## config.mk

```make
export PLATFORM = sky130hd
export DESIGN_NAME = sd_card_responder
export DESIGN_NICKNAME = d
export VERILOG_FILES = /design/src/rtl/sd_card_responder.sv
export SDC_FILE = /design/constraint.sdc
export NUM_CORES = 1
export LEC_CHECK = 0
export CAP_MARGIN = 30
export CELL_PAD_IN_SITES_DETAIL_PLACEMENT = 1
export CELL_PAD_IN_SITES_GLOBAL_PLACEMENT = 2
export CORE_ASPECT_RATIO = 1.2
export CORE_MARGIN = 2
export CORE_UTILIZATION = 35
export DETAILED_ROUTE_END_ITERATION = 10
export GPL_ROUTABILITY_DRIVEN = 1
export PLACE_DENSITY = 0.68
export SLEW_MARGIN = 20
export SYNTH_ARGS = -nofsm -noshare
export SYNTH_HDL_FRONTEND = slang
export SYNTH_SLANG_ARGS = --single-unit
```

## constraint.sdc

```tcl
create_clock -name clk -period 11 [get_ports clk]
set_input_delay 2.2 -clock clk [delete_from_list [all_inputs] [get_ports clk]]
set_output_delay 2.2 -clock clk [all_outputs]
set_load 0.01 [all_outputs]
```

## src/rtl/sd_card_responder.sv

```systemverilog
// SPI-mode SD card responder: answers CMD0, CMD1 and CMD17 single-block reads
// from a byte memory, so a host-side sector reader can be exercised without a card.
//
// state      | meaning
// -----------+---------------------------------------------------------------
// WAIT_CMD   | idle, sending 0xFF, looking for a 01xxxxxx command byte
// GET_ARG    | receiving 4 argument bytes then the (unchecked) CRC byte
// NCR        | sending NCR_BYTES filler bytes of 0xFF
// R1         | sending the R1 response byte
// TOKEN_WAIT | CMD17 only: sending TOKEN_DELAY filler bytes of 0xFF
// TOKEN      | CMD17 only: sending 0xFE, byte 0 of the block is fetched
// DATA       | CMD17 only: sending 512 data bytes, next byte prefetched
// CRC        | CMD17 only: sending two 0xFF CRC bytes, then block counted

module sd_card_responder #(
    parameter int INIT_POLLS  = 2,
    parameter int NCR_BYTES   = 1,
    parameter int TOKEN_DELAY = 2
) (
    input  logic        clk,
    input  logic        reset,
    input  logic        spi_cs,
    input  logic        spi_clk,
    input  logic        spi_di,
    output logic        spi_do,
    output logic [23:0] mem_address,
    output logic        mem_read,
    input  logic [7:0]  mem_data,
    output logic        in_idle,
    output logic        busy,
    output logic [7:0]  sector_count
);

    typedef enum logic [2:0] {
        WAIT_CMD,
        GET_ARG,
        NCR,
        R1,
        TOKEN_WAIT,
        TOKEN,
        DATA,
        CRC
    } state_t;

    localparam logic [8:0] NCR_LAST   = 9'(NCR_BYTES - 1);
    localparam logic [8:0] TOKEN_LAST = 9'((TOKEN_DELAY > 0) ? (TOKEN_DELAY - 1) : 0);
    localparam logic [7:0] POLLS_INIT = 8'(INIT_POLLS);

    state_t      state, state_n;

    logic [1:0]  cs_sync, sclk_sync, di_sync;
    logic        cs_prev, sclk_prev;
    logic        cs_active, cs_fall, sclk_rise, sclk_fall;

    logic [2:0]  bit_cnt;
    logic [6:0]  rx_shift;
    logic [6:0]  tx_shift;
    logic        rx_done;
    logic [7:0]  rx_byte;

    logic [8:0]  cnt, cnt_n;
    logic [5:0]  cmd_idx;
    logic [14:0] arg_sector;
    logic [14:0] sector;
    logic [7:0]  r1_val;
    logic        is_read;
    logic [7:0]  poll_cnt;
    logic [7:0]  hold;
    logic        rd_pending;

    logic [7:0]  tx_next;
    logic        fetch;
    logic [8:0]  fetch_idx;
    logic        latch_cmd;
    logic        arg_byte;
    logic        eval_cmd;
    logic        clr_busy;
    logic        block_done;

    // Bring the slow SPI pins into the clk domain and remember last values for edge detection.
    always_ff @(posedge clk or posedge reset) begin
        if (reset) begin
            cs_sync   <= 2'b11;
            sclk_sync <= 2'b00;
            di_sync   <= 2'b11;
            cs_prev   <= 1'b1;
            sclk_prev <= 1'b0;
        end else begin
            cs_sync   <= {cs_sync[0], spi_cs};
            sclk_sync <= {sclk_sync[0], spi_clk};
            di_sync   <= {di_sync[0], spi_di};
            cs_prev   <= cs_sync[1];
            sclk_prev <= sclk_sync[1];
        end
    end

    assign cs_active = ~cs_sync[1];
    assign cs_fall   = ~cs_sync[1] & cs_prev;
    assign sclk_rise = cs_active & sclk_sync[1] & ~sclk_prev;
    assign sclk_fall = cs_active & ~sclk_sync[1] & sclk_prev;
    assign rx_done   = sclk_rise & (bit_cnt == 3'd7);
    assign rx_byte   = {rx_shift, di_sync[1]};

    // Byte engine: sample MOSI on rising edges, shift MISO on falling edges,
    // and load the next transmit byte at each byte boundary so its MSB is ready early.
    always_ff @(posedge clk or posedge reset) begin
        if (reset) begin
            bit_cnt  <= 3'd0;
            rx_shift <= 7'd0;
            tx_shift <= 7'h7F;
            spi_do   <= 1'b1;
        end else if (!cs_active) begin
            bit_cnt  <= 3'd0;
            tx_shift <= 7'h7F;
            spi_do   <= 1'b1;
        end else begin
            if (cs_fall) begin
                tx_shift <= 7'h7F;
                spi_do   <= 1'b1;
            end
            if (sclk_rise) begin
                rx_shift <= rx_byte[6:0];
                bit_cnt  <= bit_cnt + 3'd1;
                if (rx_done) begin
                    tx_shift <= tx_next[6:0];
                    spi_do   <= tx_next[7];
                end
            end else if (sclk_fall && bit_cnt != 3'd0) begin
                spi_do   <= tx_shift[6];
                tx_shift <= {tx_shift[5:0], 1'b1};
            end
        end
    end

    // Parser state register; chip select high always abandons the transaction.
    always_ff @(posedge clk or posedge reset) begin
        if (reset) begin
            state <= WAIT_CMD;
        end else if (!cs_active) begin
            state <= WAIT_CMD;
        end else begin
            state <= state_n;
        end
    end

    // Next state, next transmit byte and datapath strobes, evaluated at byte boundaries.
    always_comb begin
        state_n    = state;
        cnt_n      = cnt;
        tx_next    = 8'hFF;
        fetch      = 1'b0;
        fetch_idx  = 9'd0;
        latch_cmd  = 1'b0;
        arg_byte   = 1'b0;
        eval_cmd   = 1'b0;
        clr_busy   = 1'b0;
        block_done = 1'b0;
        if (rx_done) begin
            case (state)
                WAIT_CMD: begin
                    if (rx_byte[7:6] == 2'b01) begin
                        latch_cmd = 1'b1;
                        cnt_n     = 9'd0;
                        state_n   = GET_ARG;
                    end
                end
                GET_ARG: begin
                    if (cnt == 9'd4) begin
                        eval_cmd = 1'b1;
                        cnt_n    = 9'd0;
                        state_n  = NCR;
                    end else begin
                        arg_byte = 1'b1;
                        cnt_n    = cnt + 9'd1;
                    end
                end
                NCR: begin
                    if (cnt == NCR_LAST) begin
                        cnt_n   = 9'd0;
                        tx_next = r1_val;
                        state_n = R1;
                    end else begin
                        cnt_n = cnt + 9'd1;
                    end
                end
                R1: begin
                    if (!is_read) begin
                        clr_busy = 1'b1;
                        state_n  = WAIT_CMD;
                    end else if (TOKEN_DELAY == 0) begin
                        tx_next = 8'hFE;
                        fetch   = 1'b1;
                        state_n = TOKEN;
                    end else begin
                        cnt_n   = 9'd0;
                        state_n = TOKEN_WAIT;
                    end
                end
                TOKEN_WAIT: begin
                    if (cnt == TOKEN_LAST) begin
                        tx_next = 8'hFE;
                        fetch   = 1'b1;
                        state_n = TOKEN;
                    end else begin
                        cnt_n = cnt + 9'd1;
                    end
                end
                TOKEN: begin
                    tx_next   = hold;
                    fetch     = 1'b1;
                    fetch_idx = 9'd1;
                    cnt_n     = 9'd0;
                    state_n   = DATA;
                end
                DATA: begin
                    if (cnt == 9'd511) begin
                        cnt_n   = 9'd0;
                        state_n = CRC;
                    end else begin
                        tx_next = hold;
                        cnt_n   = cnt + 9'd1;
                        if (cnt != 9'd510) begin
                            fetch     = 1'b1;
                            fetch_idx = cnt + 9'd2;
                        end
                    end
                end
                CRC: begin
                    if (cnt == 9'd1) begin
                        clr_busy   = 1'b1;
                        block_done = 1'b1;
                        state_n    = WAIT_CMD;
                    end else begin
                        cnt_n = cnt + 9'd1;
                    end
                end
                default: state_n = WAIT_CMD;
            endcase
        end
    end

    // Command bookkeeping: argument capture, R1 decision, idle flag, poll counter, block count.
    always_ff @(posedge clk or posedge reset) begin
        if (reset) begin
            cnt          <= 9'd0;
            cmd_idx      <= 6'd0;
            arg_sector   <= 15'd0;
            sector       <= 15'd0;
            r1_val       <= 8'hFF;
            is_read      <= 1'b0;
            in_idle      <= 1'b1;
            poll_cnt     <= POLLS_INIT;
            busy         <= 1'b0;
            sector_count <= 8'd0;
        end else if (!cs_active) begin
            cnt     <= 9'd0;
            is_read <= 1'b0;
            busy    <= 1'b0;
        end else begin
            cnt <= cnt_n;
            if (latch_cmd) begin
                cmd_idx <= rx_byte[5:0];
            end
            // Only arg[23:9] matters: it spans the second and third argument bytes.
            if (arg_byte) begin
                if (cnt == 9'd1) begin
                    arg_sector[14:7] <= rx_byte;
                end else if (cnt == 9'd2) begin
                    arg_sector[6:0] <= rx_byte[7:1];
                end
            end
            if (eval_cmd) begin
                busy    <= 1'b1;
                is_read <= 1'b0;
                case (cmd_idx)
                    6'd0: begin
                        r1_val   <= 8'h01;
                        in_idle  <= 1'b1;
                        poll_cnt <= POLLS_INIT;
                    end
                    6'd1: begin
                        if (in_idle && poll_cnt != 8'd0) begin
                            r1_val   <= 8'h01;
                            poll_cnt <= poll_cnt - 8'd1;
                        end else begin
                            r1_val  <= 8'h00;
                            in_idle <= 1'b0;
                        end
                    end
                    6'd17: begin
                        if (in_idle) begin
                            r1_val <= 8'h05;
                        end else begin
                            r1_val  <= 8'h00;
                            sector  <= arg_sector;
                            is_read <= 1'b1;
                        end
                    end
                    default: r1_val <= {7'b0000010, in_idle};
                endcase
            end
            if (clr_busy) begin
                busy <= 1'b0;
            end
            if (block_done) begin
                sector_count <= sector_count + 8'd1;
            end
        end
    end

    // Memory prefetch: one-clk strobe per byte, data captured into the holding register a clk later.
    always_ff @(posedge clk or posedge reset) begin
        if (reset) begin
            mem_read    <= 1'b0;
            mem_address <= 24'd0;
            rd_pending  <= 1'b0;
            hold        <= 8'hFF;
        end else begin
            rd_pending <= mem_read;
            if (rd_pending) begin
                hold <= mem_data;
            end
            if (!cs_active) begin
                mem_read <= 1'b0;
            end else begin
                mem_read <= fetch;
                if (fetch) begin
                    mem_address <= {sector, fetch_idx};
                end
            end
        end
    end

endmodule
```

==> impl_metrics.yaml <==
outcome:
  status: "finished, final reports clean"
synthesis:
  mappedNetlistArea_sq_um: 6309
  synthArstFlopShare_pct: 100.0
  synth_seq_cells: 130
  synth_edf_count: 0
  syn_area_per_cell_sq_um: 11.75
  syn_nets: 562
  ys.flop_type: "dfrtp_1"
  synth-seq-area-share_pct: 52.08
  ys_types: 72
  yosysWarnings: 0
  synth_cells: 537
power:
  peakVddDrop_mv: 0.1057
  pwr_density_cell_nw_per_um2: 145.3
  leakage_nw: 3.395
  p_total_w: 0.001092
finish:
  nets: 609
  drive_gt1_share_pct: 24.96
  layout.cells.non_filler: 817
  area_delta_synth_final_pct: 19.16
  num-fill-cells: 1887
  diodes: 0
drt:
  vias: 4396
  wl_microns: 15330
  dr.pass1.iters: 4
  drtAntennaViolNets: 0
  drtIter0Drc: 122
  drcViolationCount: 0
  wire_per_inst_microns: 18.76
  via_per_inst: 5.381
timing:
  finClkSkew_ns: 0.009461
  maxSlewViolCount: 0
  slew_headroom_pct: 44.73
  fmax_mhz: 267.1
  fin_setup_tns_ns: 0
  report.final.setup_viol: 0
  hold_ws_ns: 0.3575
  rsz0062_at_grt: "false"
  fin_crit_sh_pct: 34.04
  hold_viol_final: 0
  worstMarginPinSlew_ns: 0.8290
  fin_crit_ns: 3.745
global_route:
  grt_pass1_wl_microns: 25040
  grt_max_degree: 61
  grt_pass1_vias: 4696
  overflow: 0
  antenna_found_initial: 0
  grt_use_total_pct: 16.68
clocking:
  cts.clk_slew.worst_paths_ns: 0.06
  numCtsBuffers: 17
  clock_latency_ns: 0.42
  cts.sinks: 130
  clockBufferDepth: 2
  cts_max_level: 4
  root_buffer: "clkbuf_16"
  post_cts.repair.setup_buffers: 0
  cts.repair.resized: 0
  cts_tree: "yes"
  ctsHoldBuffers: 0
critical_path:
  crit_path_top_delay_cell: "buf_4"
  crit_path_max_incr_delay_ns: 0.67
  path_common_cell: "buf_4"
  critPathBufInv: 4
  critPathMaxFanout: 60
  endpoint_kind: "async pin"
  worst_ep_required_time_ns: 11.52
  arrival_ns: 4.26
  start_kind: "input port"
  critical_path_class: "in -> async"
  cpLargestDelayFamily: "buffers and inverters"
  crit_chain: "clkdlybuf4s50_1 -> inv_4 -> buf_4 -> buf_4"
floorplanning:
  die_w_microns: 126.6
  die_h_microns: 151.1
  pin_count: 49
  std_cell_rows: 53
  coreArea_sq_um: 17570
  start_util_pct: 35.90
  fp.dieArea_sq_um: 19120
placement:
  dp_cells: 783
  io_buffers: 48
  dp_hpwl_microns: 10600
  gp_congestion: 0.8465
min_path:
  hold_path_class: "reg -> reg"
job:
  drv_cap: 0
-- cell type report --
class                      instances  area [sq um]  area share (%)
tap                              220         275.3           3.662
inverter                          26         100.1           1.332
sequential                       130          3286           43.71
clock inverter                    15         140.1           1.864
clock buffer                      17         425.4           5.659
timing repair buffer              53         525.5           6.991
multi-input combinational        356          2765           36.78
-- cell usage in the layout, fill, tap and decap left out, drive strengths merged, types with 4 or more instances in the layout --
cell	n
o211ai	7
nor4	9
nor3	14
buf	5
nand2	35
clkdlybuf4s50	48
o22ai	8
a21o	7
nand2b	7
a31oi	4
o2bb2ai	5
a21oi	17
nand3	23
nor2	28
nand4	13
xnor2	18
ha	12
clkbuf	17
inv	35
clkinv	4
o21ai	16
dfstp	26
dfrtp	104
nor2b	5
mux2	69
a32oi	5
-- flip-flops by register name (all words and copies together), names as in the netlist, 2 cells and up --
name	flops
cnt	9
hold	8
state	3
sclk_sync	2
arg_sector	15
cs_sync	2
di_sync	2
cmd_idx	6
sector_count	8
r1_val	3
mem_address	24
sector	15
rx_shift	7
tx_shift	7
poll_cnt	8
bit_cnt	3
-- power by group --
part	internal (W)	switching, W
Sequential	0.000494	0.0000193
Combinational	0.0000184	0.0000215
Clock	0.000299	0.000240
Total	0.000811	0.000281
-- cell usage after synthesis, types with 13 or more instances --
library cell | instances | area share [%]
mux2_2 | 49 | 8.7
nand2_1 | 35 | 2.1
mux2_4 | 20 | 4.8
inv_1 | 26 | 1.5
o21ai_0 | 15 | 1.2
dfrtp_1 | 104 | 41
nor2_1 | 28 | 1.7
xnor2_1 | 18 | 2.5
nand3_1 | 22 | 1.7
nor3_1 | 13 | 1.0
a21oi_1 | 17 | 1.3
dfstp_2 | 26 | 11
-- worst reg2reg max path: stages, from the launching register on --
cell,delay (ns)
dfrtp_1,0.39
ha_1,0.16
ha_1,0.41
and4bb_2,0.44
nand4_2,0.37
or2_1,0.50
buf_8,0.22
mux2_4,0.32
-- metal layers --
layer | wire [microns] | track usage (%) | vias to the layer above | part of all wire [%]
li1 | - | - | 2048 | -
met1 | 6733 | 20.45 | 2269 | 44
met2 | 7997 | 29.36 | 64 | 52
met3 | 370 | 3.780 | 15 | 2.4
met4 | 224 | 5.000 | 0 | 1.5
met5 | 0 | 0 | - | 0
-- worst paths after layout --
| check | start | end | slack, ns | depth (start not counted) |
|---|---|---|---|---|
| min in group asynchronous | reset | mem_address[3] | 2.11 | 2 |
| max in group clk | in_idle | in_idle | 7.28 | 1 |
| hold / removal | di_sync[0] | di_sync[1] | 0.36 | 0 |
| hold reg to reg | di_sync[0] | di_sync[1] | 0.36 | 0 |
| setup reg to reg | bit_cnt[0] | sector[6] | 8.07 | 7 |
| setup / recovery | reset | mem_address[15] | 7.26 | 4 |
-- stage by stage --
step | instance area, sq um | worst slack, ns | utilization [%]
final | 7517 | 7.255 | 42.78
after global routing | 7517 | 6.960 | 42.78
after CTS | 7495 | 7.114 | 42.65
after detailed placement | 6929 | 6.662 | 39.43
after global placement | 6929 | 6.733 | 39.43
after floorplan | 6309 | 5.374 | -
-- kinds of logic after synthesis --
| family | after synthesis | synth area share (%) |
|---|---|---|
| AND/OR/NAND/NOR | 157 | 13.96 |
| flip-flops | 130 | 52.08 |
| AO/OA/AOI/OAI | 94 | 10.59 |
| multiplexers | 72 | 13.98 |
| buffers and inverters | 51 | 4.086 |
| XOR/XNOR | 21 | 2.916 |
| adder cells (fa/ha/maj) | 12 | 2.380 |
(Power assumes the default switching activity.)
